==> src/rtl/alu_seq_param_if.sv <==
// Handshake and data bundle between the operand sequencer, the sequential ALU and writeback.
// The master side drives operands and acknowledges; the slave side is the ALU.
interface alu_seq_param_if #(
  parameter int WIDTH = 8
);
  logic             enable;
  logic             input_ready;
  logic [4:0]       opcode;
  logic [WIDTH-1:0] operand_A;
  logic [WIDTH-1:0] operand_B;
  logic             carry_in;
  logic             borrow_in;
  logic             result_ack;
  logic             busy;
  logic             result_ready;
  logic [WIDTH-1:0] y_out;
  logic             carry_out;
  logic             borrow_out;
  logic             zero;
  logic             negative;
  logic             overflow;
  logic             parity;
  logic             illegal_op;

  modport master (
    output enable, input_ready, opcode, operand_A, operand_B, carry_in, borrow_in, result_ack,
    input  busy, result_ready, y_out, carry_out, borrow_out, zero, negative, overflow, parity, illegal_op
  );

  modport slave (
    input  enable, input_ready, opcode, operand_A, operand_B, carry_in, borrow_in, result_ack,
    output busy, result_ready, y_out, carry_out, borrow_out, zero, negative, overflow, parity, illegal_op
  );
endinterface

==> src/rtl/alu_seq_param.sv <==
// Handshaked multi-cycle ALU of parametrised width: single-cycle arithmetic/logic,
// bit-serial shifts and rotates, result and flags held until acknowledged.
module alu_seq_param #(
  parameter int WIDTH = 8
) (
  input logic           clk,
  input logic           rst,
  alu_seq_param_if.slave bus
);
  localparam int SHAMT_W = $clog2(WIDTH);
  localparam int MSB     = WIDTH - 1;

  localparam logic [1:0] S_IDLE  = 2'd0;
  localparam logic [1:0] S_SHIFT = 2'd1;
  localparam logic [1:0] S_DONE  = 2'd2;

  localparam logic [4:0] OP_ADD  = 5'd0,  OP_CADD = 5'd1,  OP_SUB   = 5'd2,  OP_BSUB  = 5'd3;
  localparam logic [4:0] OP_NEG  = 5'd4,  OP_INC  = 5'd5,  OP_DEC   = 5'd6,  OP_PASS  = 5'd7;
  localparam logic [4:0] OP_AND  = 5'd8,  OP_OR   = 5'd9,  OP_XOR   = 5'd10, OP_COMP  = 5'd11;
  localparam logic [4:0] OP_LASH = 5'd12, OP_RASH = 5'd13, OP_LLSH  = 5'd14, OP_RLSH  = 5'd15;
  localparam logic [4:0] OP_LROT = 5'd16, OP_RROT = 5'd17, OP_LCROT = 5'd18, OP_RCROT = 5'd19;

  function automatic logic odd_parity(input logic [WIDTH-1:0] v);
    return ^v;
  endfunction

  logic [1:0]         state_r;
  logic [4:0]         op_r;
  logic [WIDTH-1:0]   data_r;
  logic               cbit_r;
  logic               ovf_r;
  logic [SHAMT_W-1:0] cnt_r;

  logic               accept_s;
  logic               is_shift_s;
  logic               is_crot_s;
  logic [SHAMT_W-1:0] k_s;
  logic [WIDTH-1:0]   a_s;
  logic [WIDTH-1:0]   rhs_s;
  logic [WIDTH:0]     wide_s;
  logic [WIDTH-1:0]   alu_y_s;
  logic               alu_c_s, alu_b_s, alu_v_s, alu_ill_s;
  logic [WIDTH-1:0]   step_data_s;
  logic               step_c_s, step_v_s;

  assign a_s        = bus.operand_A;
  assign k_s        = bus.operand_B[SHAMT_W-1:0];
  assign accept_s   = (state_r == S_IDLE) && bus.enable && bus.input_ready;
  assign is_shift_s = (bus.opcode >= OP_LASH) && (bus.opcode <= OP_RCROT);
  assign is_crot_s  = (bus.opcode == OP_LCROT) || (bus.opcode == OP_RCROT);
  assign bus.busy         = (state_r != S_IDLE);
  assign bus.result_ready = (state_r == S_DONE);

  // Single-cycle result for the accepted opcode; shift opcodes here cover only k == 0.
  always_comb begin
    alu_y_s   = '0;
    alu_c_s   = 1'b0;
    alu_b_s   = 1'b0;
    alu_v_s   = 1'b0;
    alu_ill_s = 1'b0;
    rhs_s     = bus.operand_B;
    wide_s    = '0;
    case (bus.opcode)
      OP_ADD, OP_CADD, OP_INC: begin
        rhs_s   = (bus.opcode == OP_INC) ? {{(WIDTH-1){1'b0}}, 1'b1} : bus.operand_B;
        wide_s  = {1'b0, a_s} + {1'b0, rhs_s}
                + {{WIDTH{1'b0}}, ((bus.opcode == OP_CADD) ? bus.carry_in : 1'b0)};
        alu_y_s = wide_s[MSB:0];
        alu_c_s = wide_s[WIDTH];
        alu_v_s = (a_s[MSB] == rhs_s[MSB]) && (alu_y_s[MSB] != a_s[MSB]);
      end
      OP_SUB, OP_BSUB, OP_DEC: begin
        rhs_s   = (bus.opcode == OP_DEC) ? {{(WIDTH-1){1'b0}}, 1'b1} : bus.operand_B;
        wide_s  = {1'b0, a_s} - {1'b0, rhs_s}
                - {{WIDTH{1'b0}}, ((bus.opcode == OP_BSUB) ? bus.borrow_in : 1'b0)};
        alu_y_s = wide_s[MSB:0];
        alu_b_s = wide_s[WIDTH];
        alu_v_s = (a_s[MSB] != rhs_s[MSB]) && (alu_y_s[MSB] != a_s[MSB]);
      end
      OP_NEG: begin
        alu_y_s = {WIDTH{1'b0}} - a_s;
        alu_b_s = |a_s;
        alu_v_s = (a_s == {1'b1, {(WIDTH-1){1'b0}}});
      end
      OP_PASS: alu_y_s = a_s;
      OP_AND:  alu_y_s = a_s & bus.operand_B;
      OP_OR:   alu_y_s = a_s | bus.operand_B;
      OP_XOR:  alu_y_s = a_s ^ bus.operand_B;
      OP_COMP: alu_y_s = ~a_s;
      OP_LASH, OP_RASH, OP_LLSH, OP_RLSH, OP_LROT, OP_RROT, OP_LCROT, OP_RCROT: begin
        alu_y_s = a_s;
        alu_c_s = is_crot_s ? bus.carry_in : 1'b0;
      end
      default: alu_ill_s = 1'b1;
    endcase
  end

  // One bit of shift/rotate on the latched data; cbit_r is the bit last moved out (or the carry ring bit).
  always_comb begin
    step_data_s = data_r;
    step_c_s    = cbit_r;
    step_v_s    = ovf_r;
    case (op_r)
      OP_LASH: begin
        step_data_s = {data_r[MSB-1:0], 1'b0};
        step_c_s    = data_r[MSB];
        step_v_s    = ovf_r | (data_r[MSB] ^ data_r[MSB-1]);
      end
      OP_LLSH: begin
        step_data_s = {data_r[MSB-1:0], 1'b0};
        step_c_s    = data_r[MSB];
      end
      OP_RASH: begin
        step_data_s = {data_r[MSB], data_r[MSB:1]};
        step_c_s    = data_r[0];
      end
      OP_RLSH: begin
        step_data_s = {1'b0, data_r[MSB:1]};
        step_c_s    = data_r[0];
      end
      OP_LROT: begin
        step_data_s = {data_r[MSB-1:0], data_r[MSB]};
        step_c_s    = data_r[MSB];
      end
      OP_RROT: begin
        step_data_s = {data_r[0], data_r[MSB:1]};
        step_c_s    = data_r[0];
      end
      OP_LCROT: begin
        step_data_s = {data_r[MSB-1:0], cbit_r};
        step_c_s    = data_r[MSB];
      end
      OP_RCROT: begin
        step_data_s = {cbit_r, data_r[MSB:1]};
        step_c_s    = data_r[0];
      end
      default: begin
        step_data_s = data_r;
        step_c_s    = cbit_r;
        step_v_s    = ovf_r;
      end
    endcase
  end

  // FSM, shift datapath and the held result/flag registers.
  always_ff @(posedge clk) begin
    if (rst) begin
      state_r        <= S_IDLE;
      op_r           <= 5'd0;
      data_r         <= '0;
      cbit_r         <= 1'b0;
      ovf_r          <= 1'b0;
      cnt_r          <= '0;
      bus.y_out      <= '0;
      bus.carry_out  <= 1'b0;
      bus.borrow_out <= 1'b0;
      bus.zero       <= 1'b0;
      bus.negative   <= 1'b0;
      bus.overflow   <= 1'b0;
      bus.parity     <= 1'b0;
      bus.illegal_op <= 1'b0;
    end else begin
      case (state_r)
        S_IDLE: begin
          if (accept_s) begin
            op_r <= bus.opcode;
            if (is_shift_s && (k_s != '0)) begin
              state_r        <= S_SHIFT;
              data_r         <= a_s;
              cbit_r         <= is_crot_s ? bus.carry_in : 1'b0;
              ovf_r          <= 1'b0;
              cnt_r          <= k_s;
              bus.illegal_op <= 1'b0;
            end else begin
              state_r        <= S_DONE;
              bus.y_out      <= alu_y_s;
              bus.carry_out  <= alu_c_s;
              bus.borrow_out <= alu_b_s;
              bus.zero       <= (alu_y_s == '0);
              bus.negative   <= alu_y_s[MSB];
              bus.overflow   <= alu_v_s;
              bus.parity     <= odd_parity(alu_y_s);
              bus.illegal_op <= alu_ill_s;
            end
          end
        end
        S_SHIFT: begin
          if (bus.enable) begin
            data_r <= step_data_s;
            cbit_r <= step_c_s;
            ovf_r  <= step_v_s;
            cnt_r  <= cnt_r - SHAMT_W'(1);
            // Last step: publish the shifted value together with its flags.
            if (cnt_r == SHAMT_W'(1)) begin
              state_r        <= S_DONE;
              bus.y_out      <= step_data_s;
              bus.carry_out  <= step_c_s;
              bus.borrow_out <= 1'b0;
              bus.zero       <= (step_data_s == '0);
              bus.negative   <= step_data_s[MSB];
              bus.overflow   <= step_v_s;
              bus.parity     <= odd_parity(step_data_s);
              bus.illegal_op <= 1'b0;
            end
          end
        end
        S_DONE: begin
          if (bus.result_ack) begin
            state_r <= S_IDLE;
          end
        end
        default: state_r <= S_IDLE;
      endcase
    end
  end
endmodule
==> src/flat_wrapper.sv <==
// flat-port wrapper written by rule: the top's interface ports become plain ports
module alu_seq_param_flat 
#(
  parameter int WIDTH = 8
)
  (clk, rst, bus_enable, bus_input_ready, bus_opcode, bus_operand_A, bus_operand_B, bus_carry_in, bus_borrow_in, bus_result_ack, bus_busy, bus_result_ready, bus_y_out, bus_carry_out, bus_borrow_out, bus_zero, bus_negative, bus_overflow, bus_parity, bus_illegal_op);
  alu_seq_param_if #(.WIDTH(WIDTH)) bus_i ();
  input logic clk;
  input logic rst;
  input wire logic [$bits(bus_i.enable)-1:0] bus_enable;
  input wire logic [$bits(bus_i.input_ready)-1:0] bus_input_ready;
  input wire logic [$bits(bus_i.opcode)-1:0] bus_opcode;
  input wire logic [$bits(bus_i.operand_A)-1:0] bus_operand_A;
  input wire logic [$bits(bus_i.operand_B)-1:0] bus_operand_B;
  input wire logic [$bits(bus_i.carry_in)-1:0] bus_carry_in;
  input wire logic [$bits(bus_i.borrow_in)-1:0] bus_borrow_in;
  input wire logic [$bits(bus_i.result_ack)-1:0] bus_result_ack;
  output wire logic [$bits(bus_i.busy)-1:0] bus_busy;
  output wire logic [$bits(bus_i.result_ready)-1:0] bus_result_ready;
  output wire logic [$bits(bus_i.y_out)-1:0] bus_y_out;
  output wire logic [$bits(bus_i.carry_out)-1:0] bus_carry_out;
  output wire logic [$bits(bus_i.borrow_out)-1:0] bus_borrow_out;
  output wire logic [$bits(bus_i.zero)-1:0] bus_zero;
  output wire logic [$bits(bus_i.negative)-1:0] bus_negative;
  output wire logic [$bits(bus_i.overflow)-1:0] bus_overflow;
  output wire logic [$bits(bus_i.parity)-1:0] bus_parity;
  output wire logic [$bits(bus_i.illegal_op)-1:0] bus_illegal_op;
  assign bus_i.enable = bus_enable;
  assign bus_i.input_ready = bus_input_ready;
  assign bus_i.opcode = bus_opcode;
  assign bus_i.operand_A = bus_operand_A;
  assign bus_i.operand_B = bus_operand_B;
  assign bus_i.carry_in = bus_carry_in;
  assign bus_i.borrow_in = bus_borrow_in;
  assign bus_i.result_ack = bus_result_ack;
  assign bus_busy = bus_i.busy;
  assign bus_result_ready = bus_i.result_ready;
  assign bus_y_out = bus_i.y_out;
  assign bus_carry_out = bus_i.carry_out;
  assign bus_borrow_out = bus_i.borrow_out;
  assign bus_zero = bus_i.zero;
  assign bus_negative = bus_i.negative;
  assign bus_overflow = bus_i.overflow;
  assign bus_parity = bus_i.parity;
  assign bus_illegal_op = bus_i.illegal_op;
  alu_seq_param #(.WIDTH(WIDTH)) u_core (.clk(clk), .rst(rst), .bus(bus_i));
endmodule
==> config.mk <==
export PLATFORM = sky130hd
export DESIGN_NAME = alu_seq_param_flat
export DESIGN_NICKNAME = d
export VERILOG_FILES = /design/src/rtl/alu_seq_param_if.sv /design/src/rtl/alu_seq_param.sv /design/src/flat_wrapper.sv
export SDC_FILE = /design/constraint.sdc
export NUM_CORES = 1
export LEC_CHECK = 0
export CAP_MARGIN = 20
export CORE_MARGIN = 1.5
export CORE_UTILIZATION = 58
export CTS_CLUSTER_DIAMETER = 60
export DETAILED_ROUTE_END_ITERATION = 7
export PLACE_DENSITY_LB_ADDON = 0.08
export SYNTH_ARGS = -nofsm -noshare
export SYNTH_HDL_FRONTEND = slang
export SYNTH_SLANG_ARGS = --single-unit
==> constraint.sdc <==
create_clock -name clk -period 4.9 [get_ports clk]
set_input_delay 0.98 -clock clk [delete_from_list [all_inputs] [get_ports clk]]
set_output_delay 0.98 -clock clk [all_outputs]
set_load 0.03 [all_outputs]
==> metrics.yaml <==
drt:
  ant_nets: 0
  m1WireLength_microns: 5480
  dr.first_iter.drc_count: 290
  met2_wirelength_microns: 5490
  wl_per_cell_microns: 18.8
  routed.top_layer: "met4"
  vias_per_cell: 6.46
  wirelength_microns: 12200
  vias: 4181
  dr_wl_met3_microns: 958
  dr.pass1.iters: 5
  drc_errors: 0
run:
  cap_viol_max_count: 0
yosys:
  syn_nets: 593
  postSynthCellCount: 513
  synth_seq_cells: 34
  syn_area_sq_mm: 0.00401
  synth_edf_count: 0
  async_flop_share: 0
  ys_types: 76
  ys_seq_area_frac: 0.170
  yosys_warnings: 0
  avgSynthCellArea_sq_um: 7.82
  synth_ff_type: "dfxtp_1"
power_and_ir_drop:
  pwr-share-clk: 0.224
  irDropWorstVdd_mv: 0.163
  power_frac_seq: 0.316
  power_density_mw_per_mm2: 205
  p_sw_w: 0.000366
  comb_power_share: 0.460
  p_leak_nw: 1.96
  swShare: 0.376
  p_int_w: 0.000607
status:
  status: "finished clean"
cts:
  path_clk_slew_ns: 0.07
  cts-root-buf: "clkbuf_8"
  cts_buffers: 5
  cts_buffer_depth: 2
  cts.sinks: 34
  post_cts_buffers: 0
  cts_tree: "done"
  htreeDepth: 2
  cts_resized: 0
  hold_buffers: 0
  clock_latency_ns: 0.29
placed_design:
  dpl.cell_count: 639
  postPlaceCellArea_sq_mm: 0.00466
  portBuffers: 44
  dpl.hpwl_microns: 9410
  routabilityCongestion: 0.942
worst_hold_path:
  worstHoldPathType: "register to register"
  min_path_cells: 2
timing:
  tns_ns: 0
  fin_crit_ns: 4.59
  clock_skew_ns: 0.00931
  worst_pin_slew_ns: 1.09
  slew_headroom: 0.271
  fin_crit_sh: 0.937
  grt_setup_unrepaired: "false"
  finalSetupViolations: 0
  hold_viol: 0
  maxSlewViolCount: 0
  fmax_mhz: 218
setup_path:
  worstRegToRegCells: 8
  path_cells: "clkdlybuf4s50_1, nor2b_2, nand3_1, nand2_1, inv_1, ha_1, a211oi_1, nor2_1, o41a_1, xor2_1, a211oi_1, ha_1, xnor2_1, xnor2_1, nand2_1, o211ai_1, a21oi_1"
  crit_type: "input pin to register"
  crit_arrival_ns: 4.74
  slowest_stage: "clkdlybuf4s50_1"
  start_kind: "input pin"
  critPathMaxFanout: 7
  worstSetupEndpointType: "register"
  max_stage_delay_ns: 0.59
  worstPathRequired_ns: 5.05
layout:
  layoutNonFillerInstCount: 647
  final_cell_mix: "48 x ha_1, 45 x nor2_1, 44 x inv_1, 44 x clkdlybuf4s50_1, 34 x dfxtp_1"
  n_antenna_cell: 0
  layout_commonest_cell: "ha_1"
  area_delta_synth_final_pct: 18.6
  seqCellArea_sq_um: 681
  n_fill_cell: 584
  finalNetCount: 646
  drive_above_1_share: 0.109
  finalInstanceArea_sq_mm: 0.00476
  multi_input_area_sq_mm: 0.00303
floorplanning:
  core_sq_mm: 0.00676
  die_y_microns: 86.2
  initial_core_util: 0.594
  ioPinCount: 45
  num_rows: 30
  dieArea_sq_mm: 0.00742
  die_w_microns: 86.2
global_routing:
  grt_pass1_wl_microns: 19900
  grt_max_degree: 29
  antenna_found_initial: 0
  grt.overflow.total: 0
  grt_usage: 0.341
  grt_pass1_vias: 3886
[synth_stat cells, drive strengths merged (3+ instances only)]
cell type	count	area, sq um
ha	48	601
nor2	46	175
inv	44	165
dfxtp	34	681
nand2	27	101
o21ai	26	130
a21oi	25	125
mux2i	25	250
a31oi	19	119
clkbuf	16	60.1
buf	15	76.3
xnor2	13	114
a211oi	12	90.1
o211ai	11	82.6
nor3	10	50.1
mux2	8	90.1
nand2b	8	50.1
nand3	8	40.0
o22ai	8	50.1
nor2b	7	43.8
a211o	6	52.6
and2	6	37.5
xor2	6	52.6
nand3b	5	37.5
o21a	5	37.5
fa	4	80.1
nor3b	4	30.0
nor4	4	31.3
or2	4	25.0
a21o	3	22.5
a311oi	3	26.3
and3	3	18.8
nand4	3	18.8
o32ai	3	26.3
or3	3	18.8
[cells by family after synthesis]
group                    synth area share
multiplexers                       0.0905
adder cells (fa/ha/maj)             0.170
flip-flops                          0.170
buffers and inverters              0.0752
XOR/XNOR                           0.0415
AND/OR/NAND/NOR                     0.193
AO/OA/AOI/OAI                       0.261
[power groups by stage]
stage | logic [W] | registers [W] | clock network (W)
floorplan | 0.000285 | 0.000323 | 0
global route | 0.000491 | 0.000309 | 0.000231
CTS | 0.000441 | 0.000307 | 0.000219
detailed placement | 0.000438 | 0.000312 | 0
global placement | 0.000429 | 0.000312 | 0
finish | 0.000447 | 0.000307 | 0.000218
[through the flow]
step	worst slack, ns	total power, W	hold slack [ns]	util
floorplan	0.536	0.000607	0.461	-
global placement	0.0218	0.000741	0.444	0.690
detailed placement	-0.0236	0.000750	0.444	0.690
CTS	0.235	0.000967	0.460	0.704
global route	0.0790	0.00103	0.486	0.704
finish	0.309	0.000973	0.459	0.704
[layout make-up]
type | instances | area share
Clock buffer | 7 | 0.0182
Sequential cell | 34 | 0.143
Timing Repair Buffer | 77 | 0.145
Multi-Input combinational cell | 404 | 0.637
Tap cell | 80 | 0.0210
Clock inverter | 1 | 0.00105
Inverter | 44 | 0.0347
[per-layer routing]
| metal | vias up | global-route usage |
|---|---|---|
| met5 | - | 0 |
| li1 | 1988 | - |
| met2 | 177 | 0.540 |
| met1 | 1990 | 0.482 |
| met4 | 0 | 0.0850 |
| met3 | 26 | 0.0577 |
[flip-flops by register name, summed over array words and instances (netlist names), 2 cells and up]
name and flops:
u_core.bus.y_out 7, u_core.cnt_r 3, u_core.data_r 8, u_core.state_r 2, u_core.op_r 5
[worst max-delay path, delay by kind of cell]
family / cells / cell delay [ns]
buffers and inverters: 2 / 0.65
adder cells (fa/ha/maj): 2 / 0.56
AND/OR/NAND/NOR: 5 / 0.81
AO/OA/AOI/OAI: 5 / 1.26
XOR/XNOR: 3 / 0.49
[worst paths after layout]
check                 startpoint             endpoint  slack (ns)
max                bus_opcode[1]    u_core.bus.parity        0.31
min          u_core.bus.y_out[2]  u_core.bus.y_out[2]        0.46
min reg2reg  u_core.bus.y_out[2]  u_core.bus.y_out[2]        0.46
max reg2reg       u_core.op_r[4]    u_core.bus.parity        2.24
Note: power is estimated with default switching activity, not from simulation.
